File: src/rtl/alu_issue_stage_pkg.sv
// Shared definitions for the ALU issue stage: ALU opcodes, RV32 major opcodes,
// pipe states and funct3-to-opcode helpers.
package alu_issue_stage_pkg;

    typedef enum logic [4:0] {
        ALU_ADD  = 5'b00000, ALU_SLL  = 5'b00001, ALU_SLT  = 5'b00010, ALU_SLTU = 5'b00011,
        ALU_XOR  = 5'b00100, ALU_SRL  = 5'b00101, ALU_SRA  = 5'b10101, ALU_OR   = 5'b00110,
        ALU_AND  = 5'b00111, ALU_SUB  = 5'b10000, ALU_MUL  = 5'b11000, ALU_DIV  = 5'b11100,
        ALU_LUI  = 5'b11110, ALU_FWD  = 5'b10001, ALU_BEQ  = 5'b01000, ALU_BNE  = 5'b01001,
        ALU_BLT  = 5'b01100, ALU_BGE  = 5'b01101, ALU_BLTU = 5'b01110, ALU_BGEU = 5'b01111
    } alu_op_e;

    localparam logic [6:0] OPC_OP     = 7'b0110011;
    localparam logic [6:0] OPC_OP_IMM = 7'b0010011;
    localparam logic [6:0] OPC_LUI    = 7'b0110111;
    localparam logic [6:0] OPC_AUIPC  = 7'b0010111;
    localparam logic [6:0] OPC_LOAD   = 7'b0000011;
    localparam logic [6:0] OPC_STORE  = 7'b0100011;
    localparam logic [6:0] OPC_BRANCH = 7'b1100011;
    localparam logic [6:0] OPC_JAL    = 7'b1101111;
    localparam logic [6:0] OPC_JALR   = 7'b1100111;

    localparam logic [6:0] F7_BASE   = 7'b0000000;
    localparam logic [6:0] F7_ALT    = 7'b0100000;
    localparam logic [6:0] F7_MULDIV = 7'b0000001;

    typedef enum logic [1:0] {ST_EMPTY = 2'd0, ST_ONE = 2'd1, ST_TWO = 2'd2} pipe_state_e;

    // Base-ISA register/immediate op selected by funct3 (funct7 = 0000000 flavour).
    function automatic alu_op_e base_alu_op(input logic [2:0] funct3);
        alu_op_e op;
        case (funct3)
            3'b000:  op = ALU_ADD;
            3'b001:  op = ALU_SLL;
            3'b010:  op = ALU_SLT;
            3'b011:  op = ALU_SLTU;
            3'b100:  op = ALU_XOR;
            3'b101:  op = ALU_SRL;
            3'b110:  op = ALU_OR;
            default: op = ALU_AND;
        endcase
        return op;
    endfunction

    // Branch compare op; 010/011 are reserved and reported through valid=0.
    function automatic logic [5:0] branch_alu_op(input logic [2:0] funct3);
        logic [5:0] res;
        case (funct3)
            3'b000:  res = {1'b1, ALU_BEQ};
            3'b001:  res = {1'b1, ALU_BNE};
            3'b100:  res = {1'b1, ALU_BLT};
            3'b101:  res = {1'b1, ALU_BGE};
            3'b110:  res = {1'b1, ALU_BLTU};
            3'b111:  res = {1'b1, ALU_BGEU};
            default: res = {1'b0, ALU_ADD};
        endcase
        return res;
    endfunction

endpackage

File: src/rtl/alu_issue_stage_imm_gen.sv
// Combinational RV32 immediate extraction with sign extension to XLEN.
module alu_issue_stage_imm_gen
    import alu_issue_stage_pkg::*;
#(
    parameter int XLEN = 32
) (
    input  logic [31:0]     instr,
    output logic [XLEN-1:0] imm_i,
    output logic [XLEN-1:0] imm_s,
    output logic [XLEN-1:0] imm_b,
    output logic [XLEN-1:0] imm_u,
    output logic [XLEN-1:0] imm_j
);

    assign imm_i = XLEN'($signed(instr[31:20]));
    assign imm_s = XLEN'($signed({instr[31:25], instr[11:7]}));
    assign imm_b = XLEN'($signed({instr[31], instr[7], instr[30:25], instr[11:8], 1'b0}));
    assign imm_u = XLEN'($signed({instr[31:12], 12'b0}));
    assign imm_j = XLEN'($signed({instr[31], instr[19:12], instr[20], instr[30:21], 1'b0}));

endmodule

File: src/rtl/alu_issue_stage.sv
// RV32IM decode/issue stage: decodes one instruction into an ALU entry and
// issues it through a registered main+skid pipe.
module alu_issue_stage
    import alu_issue_stage_pkg::*;
#(
    parameter int              XLEN     = 32,
    parameter logic [XLEN-1:0] RESET_PC = {XLEN{1'b0}}
) (
    input  logic            clk,
    input  logic            rst_n,
    input  logic            flush,
    input  logic            in_valid,
    output logic            in_ready,
    input  logic [31:0]     in_instr,
    input  logic [XLEN-1:0] in_pc,
    input  logic [XLEN-1:0] in_rs1_val,
    input  logic [XLEN-1:0] in_rs2_val,
    output logic            out_valid,
    input  logic            out_ready,
    output logic [4:0]      out_alu_opcode,
    output logic [XLEN-1:0] out_operand_a,
    output logic [XLEN-1:0] out_operand_b,
    output logic [XLEN-1:0] out_branch_target,
    output logic [XLEN-1:0] out_store_data,
    output logic [4:0]      out_rd,
    output logic            out_reg_write,
    output logic            out_mem_read,
    output logic            out_mem_write,
    output logic            out_is_branch,
    output logic            out_illegal
);

    typedef struct packed {
        logic [4:0]      alu_opcode;
        logic [XLEN-1:0] operand_a;
        logic [XLEN-1:0] operand_b;
        logic [XLEN-1:0] branch_target;
        logic [XLEN-1:0] store_data;
        logic [4:0]      rd;
        logic            reg_write;
        logic            mem_read;
        logic            mem_write;
        logic            is_branch;
        logic            illegal;
    } entry_t;

    localparam logic [XLEN-1:0] LINK_OFFSET = {{(XLEN-3){1'b0}}, 3'b100};

    logic [XLEN-1:0] imm_i_s, imm_s_s, imm_b_s, imm_u_s, imm_j_s;
    logic [XLEN-1:0] jalr_sum_s;
    logic [6:0]      opcode_s, funct7_s;
    logic [2:0]      funct3_s;
    logic [5:0]      br_sel_s;
    logic            wr_req_s, ill_s;
    entry_t          dec_s, rst_entry_s;
    entry_t          main_r, skid_r;
    pipe_state_e     state_r;
    logic            out_valid_r, in_ready_r;
    logic            push_s, pop_s;

    alu_issue_stage_imm_gen #(.XLEN(XLEN)) u_imm_gen (
        .instr (in_instr),
        .imm_i (imm_i_s),
        .imm_s (imm_s_s),
        .imm_b (imm_b_s),
        .imm_u (imm_u_s),
        .imm_j (imm_j_s)
    );

    assign opcode_s   = in_instr[6:0];
    assign funct3_s   = in_instr[14:12];
    assign funct7_s   = in_instr[31:25];
    assign jalr_sum_s = in_rs1_val + imm_i_s;
    assign br_sel_s   = branch_alu_op(funct3_s);

    // Decode the incoming instruction into a complete issue entry.
    always_comb begin
        dec_s            = '0;
        wr_req_s         = 1'b0;
        ill_s            = 1'b0;
        dec_s.alu_opcode = ALU_ADD;
        dec_s.operand_a  = in_rs1_val;
        dec_s.operand_b  = in_rs2_val;
        case (opcode_s)
            OPC_OP: begin
                wr_req_s = 1'b1;
                case (funct7_s)
                    F7_BASE: dec_s.alu_opcode = base_alu_op(funct3_s);
                    F7_ALT: begin
                        if (funct3_s == 3'b000) begin
                            dec_s.alu_opcode = ALU_SUB;
                        end else if (funct3_s == 3'b101) begin
                            dec_s.alu_opcode = ALU_SRA;
                        end else begin
                            ill_s = 1'b1;
                        end
                    end
                    F7_MULDIV: begin
                        if (funct3_s == 3'b000) begin
                            dec_s.alu_opcode = ALU_MUL;
                        end else if (funct3_s == 3'b100) begin
                            dec_s.alu_opcode = ALU_DIV;
                        end else begin
                            ill_s = 1'b1;
                        end
                    end
                    default: ill_s = 1'b1;
                endcase
            end
            OPC_OP_IMM: begin
                wr_req_s         = 1'b1;
                dec_s.alu_opcode = base_alu_op(funct3_s);
                dec_s.operand_b  = imm_i_s;
                // Shift-immediates take a zero-extended shamt and constrain funct7.
                if (funct3_s == 3'b001 || funct3_s == 3'b101) begin
                    dec_s.operand_b = {{(XLEN-5){1'b0}}, in_instr[24:20]};
                    if (funct7_s == F7_ALT && funct3_s == 3'b101) begin
                        dec_s.alu_opcode = ALU_SRA;
                    end else if (funct7_s != F7_BASE) begin
                        ill_s = 1'b1;
                    end else begin
                        ill_s = 1'b0;
                    end
                end else begin
                    ill_s = 1'b0;
                end
            end
            OPC_LUI: begin
                wr_req_s         = 1'b1;
                dec_s.alu_opcode = ALU_LUI;
                dec_s.operand_a  = {XLEN{1'b0}};
                dec_s.operand_b  = imm_u_s;
            end
            OPC_AUIPC: begin
                wr_req_s        = 1'b1;
                dec_s.operand_a = in_pc;
                dec_s.operand_b = imm_u_s;
            end
            OPC_LOAD: begin
                wr_req_s        = 1'b1;
                dec_s.mem_read  = 1'b1;
                dec_s.operand_b = imm_i_s;
                ill_s = (funct3_s == 3'b011) || (funct3_s == 3'b110) || (funct3_s == 3'b111);
            end
            OPC_STORE: begin
                dec_s.mem_write  = 1'b1;
                dec_s.operand_b  = imm_s_s;
                dec_s.store_data = in_rs2_val;
                ill_s = funct3_s[2] || (funct3_s == 3'b011);
            end
            OPC_BRANCH: begin
                dec_s.alu_opcode    = br_sel_s[4:0];
                dec_s.is_branch     = 1'b1;
                dec_s.branch_target = in_pc + imm_b_s;
                ill_s = !br_sel_s[5];
            end
            OPC_JAL: begin
                wr_req_s            = 1'b1;
                dec_s.alu_opcode    = ALU_FWD;
                dec_s.operand_a     = in_pc;
                dec_s.operand_b     = LINK_OFFSET;
                dec_s.is_branch     = 1'b1;
                dec_s.branch_target = in_pc + imm_j_s;
            end
            OPC_JALR: begin
                wr_req_s            = 1'b1;
                dec_s.alu_opcode    = ALU_FWD;
                dec_s.operand_a     = in_pc;
                dec_s.operand_b     = LINK_OFFSET;
                dec_s.is_branch     = 1'b1;
                dec_s.branch_target = {jalr_sum_s[XLEN-1:1], 1'b0};
                ill_s = (funct3_s != 3'b000);
            end
            default: ill_s = 1'b1;
        endcase
        // An illegal encoding carries no side effects; writes to x0 are dropped.
        if (ill_s) begin
            dec_s         = '0;
            dec_s.illegal = 1'b1;
        end else if (wr_req_s && (in_instr[11:7] != 5'd0)) begin
            dec_s.rd        = in_instr[11:7];
            dec_s.reg_write = 1'b1;
        end else begin
            dec_s.rd        = 5'd0;
            dec_s.reg_write = 1'b0;
        end
    end

    // Value loaded into the entry registers on reset or flush.
    always_comb begin
        rst_entry_s               = '0;
        rst_entry_s.branch_target = RESET_PC;
    end

    assign push_s = in_valid && in_ready_r;
    assign pop_s  = out_valid_r && out_ready;

    // Main/skid pipe control: EMPTY -> ONE -> TWO, with registered handshake outputs.
    always_ff @(posedge clk) begin
        if (!rst_n || flush) begin
            state_r     <= ST_EMPTY;
            main_r      <= rst_entry_s;
            skid_r      <= rst_entry_s;
            out_valid_r <= 1'b0;
            in_ready_r  <= 1'b1;
        end else begin
            case (state_r)
                ST_EMPTY: begin
                    if (push_s) begin
                        main_r      <= dec_s;
                        state_r     <= ST_ONE;
                        out_valid_r <= 1'b1;
                    end else begin
                        out_valid_r <= 1'b0;
                    end
                end
                ST_ONE: begin
                    case ({push_s, pop_s})
                        2'b10: begin
                            skid_r     <= dec_s;
                            state_r    <= ST_TWO;
                            in_ready_r <= 1'b0;
                        end
                        2'b01: begin
                            state_r     <= ST_EMPTY;
                            out_valid_r <= 1'b0;
                        end
                        2'b11:   main_r <= dec_s;
                        default: state_r <= ST_ONE;
                    endcase
                end
                ST_TWO: begin
                    if (pop_s) begin
                        main_r     <= skid_r;
                        state_r    <= ST_ONE;
                        in_ready_r <= 1'b1;
                    end else begin
                        state_r <= ST_TWO;
                    end
                end
                default: begin
                    state_r     <= ST_EMPTY;
                    out_valid_r <= 1'b0;
                    in_ready_r  <= 1'b1;
                end
            endcase
        end
    end

    assign in_ready          = in_ready_r;
    assign out_valid         = out_valid_r;
    assign out_alu_opcode    = main_r.alu_opcode;
    assign out_operand_a     = main_r.operand_a;
    assign out_operand_b     = main_r.operand_b;
    assign out_branch_target = main_r.branch_target;
    assign out_store_data    = main_r.store_data;
    assign out_rd            = main_r.rd;
    assign out_reg_write     = main_r.reg_write;
    assign out_mem_read      = main_r.mem_read;
    assign out_mem_write     = main_r.mem_write;
    assign out_is_branch     = main_r.is_branch;
    assign out_illegal       = main_r.illegal;

endmodule

File: config.mk
export PLATFORM = sky130hd
export DESIGN_NAME = alu_issue_stage
export DESIGN_NICKNAME = d
export VERILOG_FILES = /design/src/rtl/alu_issue_stage_pkg.sv /design/src/rtl/alu_issue_stage_imm_gen.sv /design/src/rtl/alu_issue_stage.sv
export SDC_FILE = /design/constraint.sdc
export NUM_CORES = 1
export LEC_CHECK = 0
export ABC_AREA = 0
export BUFFER_PORTS_ARGS = -buffer_cell sky130_fd_sc_hd__buf_2
export CORE_MARGIN = 2
export CORE_UTILIZATION = 50
export DETAILED_ROUTE_END_ITERATION = 8
export PLACE_DENSITY = 0.72
export REMOVE_ABC_BUFFERS = 1
export SLEW_MARGIN = 20
export SYNTH_ARGS = -nofsm -noshare
export SYNTH_HDL_FRONTEND = slang
export SYNTH_SLANG_ARGS = --single-unit
File: constraint.sdc
create_clock -name clk -period 9.9 [get_ports clk]
set_clock_uncertainty 0.1 [all_clocks]
set_input_delay 1.485 -clock clk [delete_from_list [all_inputs] [get_ports clk]]
set_output_delay 1.485 -clock clk [all_outputs]
set_load 0.01 [all_outputs]
Word-level counts from Yosys, hierarchy flattened
Index checks and enable logic that the tools add are counted.
Widths: inputs -> output; s select.
Word-level totals
  memory bits (writable): 0
  memories: 0
  input port bits: 133
  logic and storage cells: 134
  output and inout port bits: 145
  latch bits: 0
  register bits: 290
  bits in read-only memories: 0
Cells by class
  reduce and logical (&&, ||, !) cells: 29
  eq/ne operators: 29
  add/subtract/negate cells: 3
  shift-type cells: 0
  bitwise operators: 2
  mux-type cells: 46
  $mul: 0
  divide/modulo/power cells: 0
  order comparisons: 0
Operator list (count)
  $mux 143: 3
  $pmux 143 s3: 1
  $pmux 32 s5: 1
  $mux 133: 1
  $add 32x32->32: 3
  $pmux 32 s3: 1
  $mux 32: 2
  $pmux 32 s2: 1
  $pmux 6 s6: 1
  $mux 5: 6
  $eq 7x6->1 const B: 4
  $pmux 5 s5: 1
  $eq 7x7->1 const B: 3
  $pmux 3 s7: 1
  $mux 1: 15
  $pmux 5 s3: 1
  $eq 7x5->1 const B: 2
  $eq 3x3->1 const B: 4
  $mux 6: 2
  $pmux 2 s3: 2
  $pmux 1 s3: 3
  $reduce_or 3->1: 3
  $ne 2x2->1 const B: 4
  $eq 7x1->1 const B: 1
  other kinds (24): 43

Logic depth before layout (Yosys ltp)
  word-level depth: 8
  gate-level depth with buffers: 18
  depth with buffers taken out: 16

By module
From an unflattened synthesis, not the netlist that was laid out.
Second synthesis, totals
  cells, all modules: 2425
  area, all modules: 18327.6 µm²
Modules (own cells, without submodules)
  alu_issue_stage: area an instance 17122.7 µm², cells each 2264, times used 1, seq. area each 5805.6 µm²
  alu_issue_stage_imm_gen: area an instance 1204.9 µm², cells each 161, times used 1, seq. area each 0.0 µm²

Worst setup path before layout
OpenSTA, ideal clock, no wires.
  path type: input to register
  from: in in_instr[6]
  to: reg main_r, in the netlist out_branch_target[17]
  slack: 4.604 ns
  cell stages on the path: 17
  setup time: 0.123 ns
  data arrival time: 5.073 ns
  buffers on the path: 1
  data required time: 9.677 ns
  cells stage by stage: clkbuf_1 -> nand3b_1 -> nor2_1 -> nand2_1 -> nand2_1 -> o21ai_0 -> ha_1 -> fa_1 -> a21o_1 -> a311o_1 -> a41oi_1 -> a21oi_1 -> a311oi_1 -> xor2_1 -> o22ai_1 -> a221oi_1 -> nor2_1
Between the ends
  longest elaborated chain between the ends: 6
  elaborated cells between the ends (all ways): 16
  classes of those cells: eq/ne (9); mux (6); reduce/logical (1)
RTL lines
  start: declaration: RTL line alu_issue_stage.sv:14  | input logic [31:0] in_instr,
  $eq 7x7->1, or another cell as far along: RTL line alu_issue_stage.sv:84  | case (opcode_s)
  $reduce_or 3->1 (no line)
  $pmux 1 s7: RTL line alu_issue_stage.sv:84
  $mux 133 *: RTL line alu_issue_stage.sv:177  | if (ill_s) begin
  $mux 143, on equally long branches: RTL line alu_issue_stage.sv:218, alu_issue_stage.sv:209
  $pmux 143 s3 *: RTL line alu_issue_stage.sv:207  | case (state_r)
  end signal: assignment: RTL line alu_issue_stage.sv:202  | main_r <= rst_entry_s;
  end signal: assignment: RTL line alu_issue_stage.sv:210  | main_r <= dec_s;
  end signal: assignment: RTL line alu_issue_stage.sv:228  | 2'b11: main_r <= dec_s;
  end: declaration: RTL line alu_issue_stage.sv:56  | entry_t main_r, skid_r;
Mark *: on every way between the ends. The rest lies on a longest branch, timed or not. The select of a mux whose other input is x is not followed.
A chain may end at the register's enable or synchronous reset.

Final worst setup path
  from: in in_instr[5]
  to: reg main_r, in the netlist out_branch_target[25]
The elaborated chain is that of the path after synthesis.

==> flow_metrics.py <==
metrics = {
    "timing": {
        "slew_headroom_pct": 23.1,
        "hold_viol_final": 0,
        "period_needed_ns": 5.67,
        "setup-tns-final_ns": 0,
        "final.hold.worst_slack_ns": 0.353,
        "worst-slew-pin-transition_ns": 1.14,
        "post-route-period-util_pct": 57.2,
        "slew_violations": 0,
        "timing.fmax_mhz": 176,
        "setup-violations-final": 0,
        "worst_slack_ns": 4.23,
        "rsz0062_at_grt": "no",
    },
    "setup_path": {
        "reg2reg_setup_slack_ns": 6.40,
        "critPathMaxStageDelay_ns": 0.50,
        "cpMaxStageDelayCell": "nor2_1",
        "worst-setup-path-type": "input pin to register",
        "reg2regPathDepth": 10,
        "ff_to_ff_start": "out_valid$_SDFFE_PP0P_",
        "path_cells": "buf_2, nand3b_1, nor2_1, nand2_1, nand2_1, o21ai_0, ha_1, fa_1, a21o_1, a311o_1, a41oi_1, a211oi_1, o21ai_1, o221ai_1, xnor2_1, a22oi_1, o211ai_1",
        "path_buf_inv": 1,
        "critPathTopFamily": "compound AO/OA/AOI/OAI gates",
        "startpoint_type": "input pin",
        "critical_path.reg2reg.endpoint": "out_branch_target[8]$_SDFFE_PP0P_",
        "timing.critical_path.to_type": "register",
        "critical_path.most_common_cell": "nand2_1",
        "cp_data_required_time_ns": 10.19,
        "worst_ep_arrival_time_ns": 5.96,
        "timing.critical_path.depth": 17,
        "worstPathMaxFanout": 15,
    },
    "job": {
        "maxCapViolations": 0,
    },
    "final_layout": {
        "nets": 2590,
        "area_growth_pct": 15.3,
        "drive_gt1_share_pct": 15.7,
        "stdcell_area_um2": 19200,
        "filler_cell_count": 3072,
    },
    "cts": {
        "cts_made_buffers": 34,
        "cts_max_path_buffers": 3,
        "cell_at_the_root_of_the_clock_tree": "clkbuf_16",
        "cts_num_sinks": 290,
        "tritoncts_clock_tree": "yes",
        "worst_skew_pair.late_latency_ns": 0.51,
        "hold_buffer_count_at_cts": 0,
        "cts.repair.resized": 0,
        "postCtsSetupRepairBufs": 0,
        "clock_tree.htree_level_count": 2,
        "worst_setup_hold_path_clk_slew_ns": 0.06,
    },
    "die": {
        "ios": 278,
        "fp.dieArea_um2": 34700,
        "fp.dieH_um": 186,
        "design.core.area_um2": 32600,
        "die_w_um": 186,
        "core.rowCount": 66,
        "floorplan.initialDensity_pct": 50.9,
    },
    "logic_synthesis": {
        "synth.ff_latch_count": 290,
        "ys_top_cells_by_area": "dfxtp_1 (35%), nand2_1 (10%), a21oi_1 (6.4%), nor2_1 (6.2%), a311oi_1 (6.1%)",
        "post_synth_instance_area_um2": 16600,
        "synth_top_cell_area_share_pct": 34.9,
        "post-synth-top-area-cell": "dfxtp_1",
        "async_flop_share_pct": 0,
        "postSynthCellCount": 2243,
        "synth_common_cells": "nand2_1 (453), dfxtp_1 (290), nor2_1 (274), a21oi_1 (211), clkbuf_1 (153)",
        "most_frequent_cell_after_synthesis": "nand2_1",
        "synth_area_per_cell_um2": 7.41,
        "ys_types": 75,
        "synth_top_flop_cell": "dfxtp_1",
        "synth-edff-count": 0,
        "synthesis.yosys.warnings": 0,
        "synth_seq_area_share_pct": 34.9,
    },
    "power": {
        "ir_worst_vdd_uv": 115,
        "p_per_area_nw_per_um2": 154,
        "leakage_power_of_the_design_nw": 7.32,
    },
    "global_route": {
        "vias_in_the_first_global_route": 16000,
        "globalRouteOverflowTotal": 0,
        "grt_max_degree": 171,
        "global_route.usage.total_pct": 31.7,
        "wire_length_of_the_first_global_routing_pass_um": 87900,
        "antenna_found_initial": 6,
    },
    "detailed_routing": {
        "post_drt_wl_per_cell_um": 20.0,
        "antenna_left": 0,
        "drt-pass1-iter-count": 6,
        "remaining_drc_errors": 0,
        "detail_route.wirelength_um": 57200,
        "via_per_inst": 6.16,
        "routed-via-count": 17600,
        "drt-initial-drc-count": 1843,
    },
    "place": {
        "place_hpwl_um": 38200,
        "place.port_buffers": 277,
        "globalplace.congestion": 0.980,
        "detailedPlace.worstSlack_ns": 3.80,
        "detailed_place.area_um2": 18000,
    },
    "hold_path": {
        "timing.hold.worst.class": "register to register",
        "holdPathEnd": "skid_r[130]$_SDFFE_PP0P_",
        "min-delay-start": "skid_r[130]$_SDFFE_PP0P_",
        "hold_depth": 2,
    },
    "status": {
        "outcome": "finished clean",
    },
}
## metal layers
layer / routed length, µm / vias up / global-route usage (%) / share of wire [%]
li1: - / 8385 / - / -
met1: 24200 / 8246 / 42.5 / 42
met2: 26500 / 821 / 52.3 / 46
met3: 4690 / 126 / 4.44 / 8.2
met4: 1830 / 2 / 11.2 / 3.2
met5: 13 / - / 0 / 0.023
## state kept, by name, indices dropped and copies added, names as in the netlist
register,flops
out_illegal,1
skid_r,143
out_branch_target,32
out_mem_read,1
out_rd,5
state_r,2
in_ready,1
out_store_data,32
out_alu_opcode,5
out_mem_write,1
out_operand_b,32
out_operand_a,32
out_reg_write,1
out_is_branch,1
out_valid,1
## power by group
part / switching (W) / leakage, nW / internal [W]
Sequential: 0.0000129 / 2.35 / 0.00119
Combinational: 0.000323 / 4.44 / 0.000176
Clock: 0.000495 / 0.540 / 0.000745
## layout make-up
| type | instances | area [µm²] | share of cell area (%) |
|---|---|---|---|
| Sequential cell | 290 | 5810 | 30.3 |
| Clock buffer | 49 | 988 | 5.16 |
| Antenna cell | 4 | 10.0 | 0.0523 |
| Tap cell | 442 | 553 | 2.89 |
| Multi-Input combinational cell | 1749 | 10100 | 52.7 |
| Clock inverter | 10 | 106 | 0.555 |
| Timing Repair Buffer | 296 | 1540 | 8.05 |
| Inverter | 16 | 60.1 | 0.314 |
## worst reg2reg max path, cell delays in order (launching register included)
cell and delay, ns:
dfxtp_1 0.36, nand2_1 0.10, inv_1 0.20, ha_1 0.24
nand2_1 0.06, a21oi_1 0.45, a21o_4 0.71, buf_12 0.52
o211ai_1 0.42, o21ai_1 0.13, nor2_1 0.05
## logic make-up (layout without fill, tap and decap cells)
| family | count (synthesis) | after routing | synth area share [%] |
|---|---|---|---|
| muxes | 3 | 3 | 0.181 |
| AOI/OAI and AO/OA | 653 | 653 | 27.0 |
| buffers and inverters | 204 | 371 | 4.80 |
| xor gates and xnor gates | 45 | 45 | 2.37 |
| and+or+nand+nor | 978 | 978 | 25.3 |
| other | 0 | 4 | 0 |
| adders and majority gates | 70 | 70 | 5.36 |
| DFF | 290 | 290 | 34.9 |
## layout by cell type, fill, tap and decap left out, types with 8 or more instances in the layout
master / count
and3_1: 11
a31oi_1: 16
a311oi_1: 116
a21oi_1: 209
buf_2: 277
clkbuf_1: 8
o211ai_1: 13
inv_1: 16
nand3_1: 114
xor2_1: 25
a211oi_1: 13
nor3_1: 25
dfxtp_1: 290
a221oi_1: 11
nor2_1: 273
clkbuf_16: 35
nor2b_1: 17
o21ai_1: 8
a22oi_1: 58
xnor2_1: 20
nand2b_1: 14
o21ai_0: 57
nor3b_1: 9
a222oi_1: 23
nand2_1: 452
ha_1: 68
nand4_1: 14
buf_4: 18
o21a_1: 8
a21o_1: 51
or3_1: 10
o22ai_1: 9
## per-stage QoR
| step | std cells | power (W) | utilization [%] |
|---|---|---|---|
| after floorplan | 2055 | 0.00155 | - |
| after global routing | 2854 | 0.00306 | 58.7 |
| after global placement | 2793 | 0.00172 | 55.3 |
| after detailed placement | 2793 | 0.00172 | 55.3 |
| final | 2856 | 0.00294 | 58.7 |
| after CTS | 2852 | 0.00296 | 58.7 |
## how the worst max path moves through the flow
| stage | start | to | slack, ns |
|---|---|---|---|
| floorplan | state_r[1]$_SDFFE_PP0P_ | out_branch_target[27]$_SDFFE_PP0P_ | -0.03 |
| global placement | in_instr[5] | out_branch_target[25]$_SDFFE_PP0P_ | 3.97 |
| detailed placement | in_instr[2] | out_branch_target[25]$_SDFFE_PP0P_ | 3.80 |
| CTS | in_instr[5] | out_branch_target[25]$_SDFFE_PP0P_ | 4.30 |
| global route | in_instr[5] | skid_r[67]$_SDFFE_PP0P_ | 3.84 |
| finish | in_instr[5] | out_branch_target[25]$_SDFFE_PP0P_ | 4.23 |
(Power assumes the default switching activity.)
